==> src/rtl/img_stream_loader.sv <==
// img_stream_loader: raster pixel stream to image SRAM write port, one write per accepted beat.
// Optional LAST_CHECK_EN adds a sticky last_err flag comparing s_last against the pixel counter.
module img_stream_loader #(
    parameter int X_MAX       = 400,
    parameter int Y_MAX       = 400,
    parameter int PIXEL_DEPTH = 8,
    localparam int XW = $clog2(X_MAX) + 1,
    localparam int YW = $clog2(Y_MAX) + 1
) (
    input  logic                   clk,
    input  logic                   rst,
    input  logic                   start,
    input  logic [XW-1:0]          cfg_width,
    input  logic [YW-1:0]          cfg_height,
    input  logic                   s_valid,
    input  logic [PIXEL_DEPTH-1:0] s_data,
    input  logic                   s_last,
    output logic                   s_ready,
    output logic [XW-1:0]          x_addr_write,
    output logic [YW-1:0]          y_addr_write,
    output logic                   wen,
    output logic [PIXEL_DEPTH-1:0] wdat,
    output logic                   busy,
    output logic                   frame_done,
    output logic                   cfg_err
`ifdef LAST_CHECK_EN
    ,
    output logic                   last_err
`endif
);
    typedef enum logic [1:0] {IDLE, LOAD, DONE} state_t;
    state_t                 state_q;
    logic [XW-1:0]          w_q, x_q, x_d, xa_q;
    logic [YW-1:0]          h_q, y_q, y_d, ya_q;
    logic [PIXEL_DEPTH-1:0] wdat_q;
    logic                   wen_q, done_q, cfg_err_q;
    logic                   beat, x_end, last_pix, cfg_ok;
    always_comb begin
        beat     = s_valid && (state_q == LOAD);
        x_end    = x_q == w_q - XW'(1);
        last_pix = x_end && (y_q == h_q - YW'(1));
        x_d      = x_end ? '0 : x_q + XW'(1);
        y_d      = x_end ? y_q + YW'(1) : y_q;
        cfg_ok   = (cfg_width != '0) && (cfg_width <= XW'(X_MAX)) &&
                   (cfg_height != '0) && (cfg_height <= YW'(Y_MAX));
    end
`ifdef LAST_CHECK_EN
    logic last_err_q;
    assign last_err = last_err_q;
`else
    logic unused_s_last;
    assign unused_s_last = s_last;
`endif
    // Counters wrap past the frame after the last beat; they are reloaded on the next start.
    always_ff @(posedge clk or posedge rst) begin
        if (rst) begin
            state_q   <= IDLE;
            w_q       <= '0;
            h_q       <= '0;
            x_q       <= '0;
            y_q       <= '0;
            xa_q      <= '0;
            ya_q      <= '0;
            wdat_q    <= '0;
            wen_q     <= 1'b0;
            done_q    <= 1'b0;
            cfg_err_q <= 1'b0;
`ifdef LAST_CHECK_EN
            last_err_q <= 1'b0;
`endif
        end else begin
            wen_q  <= 1'b0;
            done_q <= 1'b0;
            case (state_q)
                IDLE: if (start) begin
                    if (cfg_ok) begin
                        w_q       <= cfg_width;
                        h_q       <= cfg_height;
                        x_q       <= '0;
                        y_q       <= '0;
                        cfg_err_q <= 1'b0;
`ifdef LAST_CHECK_EN
                        last_err_q <= 1'b0;
`endif
                        state_q   <= LOAD;
                    end else begin
                        cfg_err_q <= 1'b1;
                    end
                end
                LOAD: if (beat) begin
                    wen_q   <= 1'b1;
                    wdat_q  <= s_data;
                    xa_q    <= x_q;
                    ya_q    <= y_q;
                    x_q     <= x_d;
                    y_q     <= y_d;
                    state_q <= last_pix ? DONE : LOAD;
`ifdef LAST_CHECK_EN
                    if (s_last != last_pix) last_err_q <= 1'b1;
`endif
                end
                DONE: begin
                    done_q  <= 1'b1;
                    state_q <= IDLE;
                end
                default: state_q <= IDLE;
            endcase
        end
    end
    assign s_ready      = state_q == LOAD;
    assign busy         = state_q == LOAD;
    assign x_addr_write = xa_q;
    assign y_addr_write = ya_q;
    assign wen          = wen_q;
    assign wdat         = wdat_q;
    assign frame_done   = done_q;
    assign cfg_err      = cfg_err_q;
endmodule

==> config.mk <==
export PLATFORM = sky130hd
export DESIGN_NAME = img_stream_loader
export DESIGN_NICKNAME = d
export VERILOG_FILES = /design/src/rtl/img_stream_loader.sv
export SDC_FILE = /design/constraint.sdc
export NUM_CORES = 1
export LEC_CHECK = 0
export CORE_MARGIN = 2
export CORE_UTILIZATION = 45
export DETAILED_ROUTE_END_ITERATION = 8
export HOLD_SLACK_MARGIN = 0.1
export PLACE_DENSITY = 0.77
export SYNTH_ARGS = -nofsm -noshare
export SYNTH_HDL_FRONTEND = slang
export SYNTH_SLANG_ARGS = --single-unit
==> constraint.sdc <==
create_clock -name clk -period 3 [get_ports clk]
set_input_delay 0.45 -clock clk [delete_from_list [all_inputs] [get_ports clk]]
set_output_delay 0.45 -clock clk [all_outputs]
set_load 0.005 [all_outputs]
==> summary by stage, run 1 <==
Critical path
Counting cells, the worst reg-to-reg path comes to 8. The slowest stage of the critical path is the or4_4 cell. For this run, the slowest stage of the critical path takes around 660 ps. STA classifies the critical path endpoint as a flip-flop. The number of cells on the critical path is 8. The buffering stage count on the worst path with inverters included is 1. STA classifies the critical path startpoint as a flip-flop. Walking the worst path, the cells encountered are inv_1 -> ha_1 -> xnor3_1 -> a32o_2 -> o21ai_2 -> or4_4 -> o21ai_0 -> o311ai_0. Of all nets on the critical path, the largest fanout is 19. The kind of cell with the highest combined delay on the critical path is compound AO/OA/AOI/OAI gates. STA puts the critical path data required time at 3220 ps. By startpoint and endpoint, the worst setup path is classified as reg -> reg. Data arrives at the worst endpoint at roughly 2900 ps.

STA
Headroom to the max-slew limit came out at 51.9%. Between clock sinks in the finished design, the worst skew comes to between 10 and 15 ps. The period utilization is 88.0%. The setup TNS after final layout is 0 ps. Setup repair after global routing left no endpoint under its margin. The number of setup violations in the final report is 0. The maximum achievable frequency is 379 MHz. The number of max-slew violations in the final report is 0. The total count of hold-check failures in the final report is 0. The worst path needs 2640 ps of the cycle, external delays included. For the pin with the worst max-slew slack, the measured transition is 716 ps.

Die
Once the floorplan was initialized, standard cells occupied roughly 46% of the core. In this run the count of I/O pins placed on the die edge is 66. The floorplan step set the die height to a little under 100 um. The die is 97.2 um wide.

The floorplan step defined a die boundary enclosing about 9500 sq um. The number of rows created at floorplan is 34. The core area is 8550 sq um.

Routing
Once detail routing completed, the nets flagged for antenna violations numbered 0. The per-cell via count in the routed design is approximately 5.6. The first-iteration detailed-routing DRC count is 191. The total vias in the final route is 3,367.

The routed length per placed instance is 15.4 um. Before antenna repair, the detailed router went through 4 iterations. The number of DRC violations after detailed routing is 0. The routed wire length is 9.28 mm.

Clock network
In this run, post-CTS repair resized a total of 0 instances. The H-tree depth reported by CTS is 3. Buffers inserted during clock tree synthesis total 9. Post-CTS timing repair inserted 0 buffers for setup. The latest clock arrival within the worst-skew pair is 360 ps. The buffer levels on the longest clock path is 2. The CTS tree is done. Clock tree synthesis selected as its root buffer the cell clkbuf_8. The hold buffer count at CTS is 0.

The tree built by TritonCTS fans out to 73 sinks. The clock transition at the register clock pins on the worst setup and hold paths after CTS is 80 ps.

Cells and area
The share of final-layout standard cells stronger than drive strength 1 is a little over a tenth. 0 antenna diodes ended up in the layout. For this run, the post-layout net count is 528. The layout overhead on the synthesized area is 24.5%. Cells fill 56.9% of the core in the end.

Global routing
The global route total overflow is 0. The number of global-route vias before repair was 3,442. The initial antenna violation count is 0. The first global-routing pass estimated around 16 mm of wire. The total global-route track usage is 21.0%. The maximum number of pins on one net before global-route repair is between 70 and 80.

Hold path
The worst hold path class is in -> async.

Logic synthesis
Yosys mapped the design onto 56 distinct sky130hd cell types. Yosys printed 0 warnings. Synthesis inferred 73 register bits. Sorting the synthesized cells by area gives the leading types as dfrtp_1 47%, nand2_1 11%, mux2_2 4.0%. After synthesis, the mean cell area works out to 9.14 sq um. In the synthesized netlist, the cells that appear most often are 119 x nand2_1, 73 x dfrtp_1, 19 x nor2_1. The netlist area before placement is 3910 sq um. Among all flip-flop cells after synthesis, the most frequent one is dfrtp_1. In the synthesized netlist the async set-or-reset flop fraction comes to 100%. The synthesized design contains 0 enable-type register cells. The synthesized design devotes to its leading area cell type 46.7% of total area.

The most numerous cell in the Yosys netlist is nand2_1. The largest total area in the synthesized netlist belongs to dfrtp_1. The number of nets in the synthesized netlist is 465. The sequential cell area fraction in the yosys report is 46.7%.

The instance count of the mapped netlist is 428.

Status
The run finished with clean final reports.

Power and ir drop
The maximum vdd ir drop is 0.000318 V. Summed over all cells, the static leakage comes to 2.22 nW. The power density over the cells is 509 nW/um^2.

Flow run
Max-cap violations in this run came to 0.

Placed design
The number of input and output port buffers inserted is 64. The total half-perimeter wirelength after legalization and detailed placement is between 6 and 7 mm. The placer's final routability congestion estimate is 0.854.
registers in the layout (all words and copies together) (netlist names):
name / flops
cfg_err: 1
x_q: 10
x_addr_write: 10
wdat: 8
y_q: 10
frame_done: 1
y_addr_write: 10
w_q: 10
wen: 1
state_q: 2
h_q: 10
routing by layer:
layer / vias to the layer above / wire [um] / global-route usage [%]
li1: 1621 / - / -
met1: 1655 / 3980 / 25.3
met2: 77 / 4720 / 35.8
met3: 14 / 410 / 5.90
met4: 0 / 173 / 7.69
met5: - / 0 / 0
power breakdown:
group          switching [mW]  total [mW]  internal [mW]
clock network           0.396       0.809          0.413
logic                   0.223       0.481          0.257
registers               0.112        1.19           1.08
total                   0.732        2.48           1.75
layout make-up:
type	instances	area [sq um]
Sequential cell	73	1830
Tap cell	108	135
Inverter	10	37.5
Fill cell	752	3680
Clock inverter	5	63.8
Timing Repair Buffer	76	743
Multi-Input combinational cell	321	1920
Clock buffer	11	141
worst paths after layout:
check / slack [ps] / to / from
worst min register to register: 480 / y_addr_write[0] / y_addr_write[0]
max in group asynchronous: 2180 / w_q[8] / rst
worst max-delay path: 360 / x_q[6] / w_q[0]
worst max register to register: 360 / x_q[6] / w_q[0]
min in group clk: 480 / y_addr_write[0] / y_addr_write[0]
worst min-delay path: 480 / wdat[1] / rst
cell usage in the layout (no fill, tap or decap), types with 2 or more instances in the layout:
master,count
nand2_1,119
dfrtp_1,73
clkdlybuf4s50_1,64
nor2_1,19
nor3_1,14
mux2_2,14
nand3_1,12
xor2_1,11
o21ai_0,11
buf_4,11
xnor2_1,10
nand2b_1,10
clkbuf_8,10
a21oi_1,8
inv_1,8
o31ai_1,7
o211ai_1,7
o2111ai_1,7
or4_1,6
nor4_1,6
o311ai_0,6
nand4_1,5
a31oi_1,4
nor2b_1,4
ha_1,4
and3_1,3
or2_2,3
mux2i_1,3
and2_1,2
a21boi_0,2
or4_4,2
clkinv_4,2
kinds of logic after synthesis:
family | after synthesis | synth area share [%]
multiplexers | 17 | 4.80
XOR/XNOR | 22 | 5.28
buffers and inverters | 34 | 4.22
adder cells (fa/ha/maj) | 4 | 1.28
AO/OA/AOI/OAI | 64 | 11.8
flip-flops | 73 | 46.7
AND/OR/NAND/NOR | 214 | 25.9
stage by stage:
stage	cells	area [sq um]	power [mW]	hold slack, ps	setup WS, ps
6_report	604	4870	2.48	477	360
5_1_grt	604	4870	2.62	500	99.0
4_1_cts	604	4870	2.50	482	269
3_5_place_dp	588	4660	1.69	462	44.1
3_3_place_gp	588	4660	1.67	458	89.2
2_1_floorplan	428	3910	1.48	439	500
worst reg2reg max path, stage by stage, from the launching register on:
cell and delay (ps):
dfrtp_1 430, inv_1 80, ha_1 260, xnor3_1 210, a32o_2 130, o21ai_2 70
or4_4 660, o21ai_0 460, o311ai_0 190
Power figures use the tool's default switching activity.
==> inputs of run 2 (changes only) <==
--- a/config.mk
+++ b/config.mk
@@ -9,6 +9,7 @@
 export CORE_UTILIZATION = 45
 export DETAILED_ROUTE_END_ITERATION = 8
 export HOLD_SLACK_MARGIN = 0.1
+export MAX_ROUTING_LAYER = met4
 export PLACE_DENSITY = 0.77
 export SYNTH_ARGS = -nofsm -noshare
 export SYNTH_HDL_FRONTEND = slang
==> constraint.sdc (replaced) <==
create_clock -name clk -period 3 [get_ports clk]
set_input_delay 0.45 -clock clk [delete_from_list [all_inputs] [get_ports clk]]
set_output_delay 0.45 -clock clk [all_outputs]
set_load 0.05 [all_outputs]
==> summary by stage, run 2 (synthesis gave the netlist of run 1 again) <==
Status
Outcome: completed (unchanged).

Placed design
The number of input and output port buffers inserted is 64 (unchanged). The total half-perimeter wirelength after legalization and detailed placement came to 6.74 mm (was 6.45 mm). The total placed cells including tap cells is 589 (was 588). The placer's final routability congestion estimate is 0.900 (was 0.854). The setup slack after placement is 45.6 ps (was 44.1 ps). The total placed instance area is 4670 sq um (was 4660 sq um).

Global routing
The total global-route track usage was 20.8% (was 21.0%). The number of global-route vias before repair is 3,402 (was 3,442). The global route total overflow came to 0 (unchanged). The initial antenna violation count is 0 (unchanged). The first-pass GRT wire length is 16.0 mm (was 16.2 mm). The maximum number of pins on one net before global-route repair is 35 (was 74).

Flow run
The number of violations of the max-capacitance limit is 0 (unchanged).

STA
RSZ-0062 raised after global routing: no (unchanged). The worst setup margin came to 264 ps (was 360 ps). The final clock skew is 12.4 ps (was 10.4 ps). The maximum achievable frequency is 365 MHz (was 379 MHz). The post-layout minimum cycle time is 2740 ps (was 2640 ps). The period utilization came to 91.2% (was 88.0%). The tightest slew margin relative to the limit was 52.0% (was 51.9%). The transition time at the pin with the least slew margin was 719 ps (was 716 ps). The hold slack is 480 ps (was 477 ps). The setup TNS after final layout is 0 ps (unchanged). The number of setup violations in the final report was 0 (unchanged). The number of max-slew violations in the final report is 0 (unchanged). The total count of hold-check failures in the final report was 0 (unchanged).

Critical path
The highest net fanout along the worst path came to 19 (unchanged). The critical path data arrival time came to 2980 ps (was 2860 ps). Ordered cell list for the critical path: nor4_4 -> a21boi_0 -> a211oi_1 -> and2_1 -> o21ai_0 -> o311ai_0 (was inv_1 -> ha_1 -> xnor3_1 -> a32o_2 -> o21ai_2 -> or4_4 -> o21ai_0 -> o311ai_0). The category of the critical setup timing path is reg -> reg (unchanged). The data required time at the worst endpoint is 3250 ps (was 3220 ps). The slowest cell on the critical path is and2_1 (was or4_4).

The register-to-register path setup slack was 260 ps (was 360 ps). The biggest cell delay along the critical path is 650 ps (was 660 ps). The type of origin of the critical path is a flip-flop (unchanged).

The nature of the critical path endpoint is a flip-flop (unchanged).

Routing
The per-cell via count in the routed design came to 5.45 (was 5.57). The routed wire length came to 9.18 mm (was 9.28 mm). The total vias in the final route came to 3,296 (was 3,367). The routed length per placed instance is 15.2 um (was 15.4 um). The number of nets with antenna violations after detailed routing came to 0 (unchanged). The first-iteration detailed-routing DRC count is 152 (was 191).

The number of DRC violations after detailed routing came to 0 (unchanged). The length of the first detailed-routing pass in iterations came to 4 (unchanged).

Hold path
The worst hold path class is reg -> reg (was in -> async).

Die
The die width was 97.2 um (unchanged). The height of the chip is 97.2 um (unchanged). The core area came to 8550 sq um (unchanged).

The number of rows created at floorplan is 34 (unchanged). The top-level port count is 66 (unchanged). The area of the die is 9450 sq um (unchanged). The initial standard-cell utilization of the core is 45.7% (unchanged).

Clock network
The hold buffer count at CTS is 0 (unchanged). The buffer levels on the longest clock path was 2 (unchanged). The number of gates resized after CTS is 0 (unchanged). The latest clock arrival within the worst-skew pair is 360 ps (about the same). The count of buffers added by post-CTS timing repair for setup is 0 (unchanged).

The clock transition at the register clock pins on the worst setup and hold paths after CTS came to 90 ps (was 80 ps). The H-tree depth reported by CTS is 3 (unchanged). The CTS tree is done (unchanged).

The master cell of the clock root buffer is clkbuf_8 (unchanged). The count of clock tree sinks is 73 (unchanged). The total CTS buffers is 9 (unchanged).

Cells and area
The layout overhead on the synthesized area is 24.1% (was 24.5%). The count of filler cells inserted in the layout is 758 (was 752). The area of the multi-input gates is 1920 sq um (about the same). The layout net count is 529 (was 528).

The most common cell after layout, fill and taps aside is nand2_1 (unchanged). The post-route non-filler standard cell count is 605 (was 604). The area of all placed cells without fillers is 4850 sq um (was 4870 sq um). The total area of sequential cells is 1830 sq um (unchanged). The share of final-layout standard cells stronger than drive strength 1 came to 11.1% (was 10.9%). The utilization after layout is 56.8% (was 56.9%). Most frequent cells in the layout: 119 x nand2_1, 73 x dfrtp_1, 64 x clkdlybuf4s50_1 (unchanged). The antenna diode instance count is 0 (unchanged).

Power and ir drop
The net switching power of the design is 0.927 mW (was 0.732 mW). The combinational share of power is 25.0% (was 19.4%). The power density over the cells was 531 nW/um^2 (was 509 nW/um^2). The fraction of power spent switching nets is 36.0% (was 29.5%). The share of power burned in registers is 46.2% (was 48.0%). The maximum vdd ir drop was 0.000442 V (was 0.000318 V). The clock share of power is 28.8% (was 32.6%). The design internal power is 1.65 mW (was 1.75 mW). The total power consumption of the routed design is 2.58 mW (was 2.48 mW). The leakage component of the power was 2.22 nW (about the same).
## run 2: cell type report
class | instances | share of cell area, %
clock buffers | 9 | 2.55
repair buffers | 77 | 15.5
clock inverters | 7 | 1.26
flip-flops and latches | 73 | 37.6
well taps | 108 | 2.78
inverters | 10 | 0.773
multi-input cells | 321 | 39.5
## run 2: power by group through the flow
stage	sequential (mW)	clock, mW	combinational, mW
floorplan	1.32	0	0.322
CTS	1.19	0.755	0.649
detailed placement	1.21	0	0.647
finish	1.19	0.742	0.644
global placement	1.21	0	0.627
global route	1.21	0.799	0.704
## run 2: worst max-delay path: cells and delay by family (launching register included)
family / cells / cell delay, ps
compound gates: 4 / 1140
flops: 1 / 490
simple gates: 2 / 1010
## run 2: path summary, 6_finish.rpt
check,start,to,cells past startpoint
setup / recovery,w_q[2],x_q[6],6
hold / removal,y_addr_write[7],y_addr_write[7],2
setup reg to reg,w_q[2],x_q[6],6
hold reg to reg,y_addr_write[7],y_addr_write[7],2
max in group asynchronous,rst,x_addr_write[9],3
min in group asynchronous,rst,wdat[4],2
## run 2: layer usage
| layer | track usage, % | vias up | routed length [um] |
|---|---|---|---|
| met1 | 25.8 | 1596 | 3990 |
| met2 | 35.3 | 74 | 4690 |
| met4 | 5.45 | 0 | 92 |
| met5 | - | - | 0 |
| met3 | 4.17 | 8 | 406 |
| li1 | - | 1618 | - |
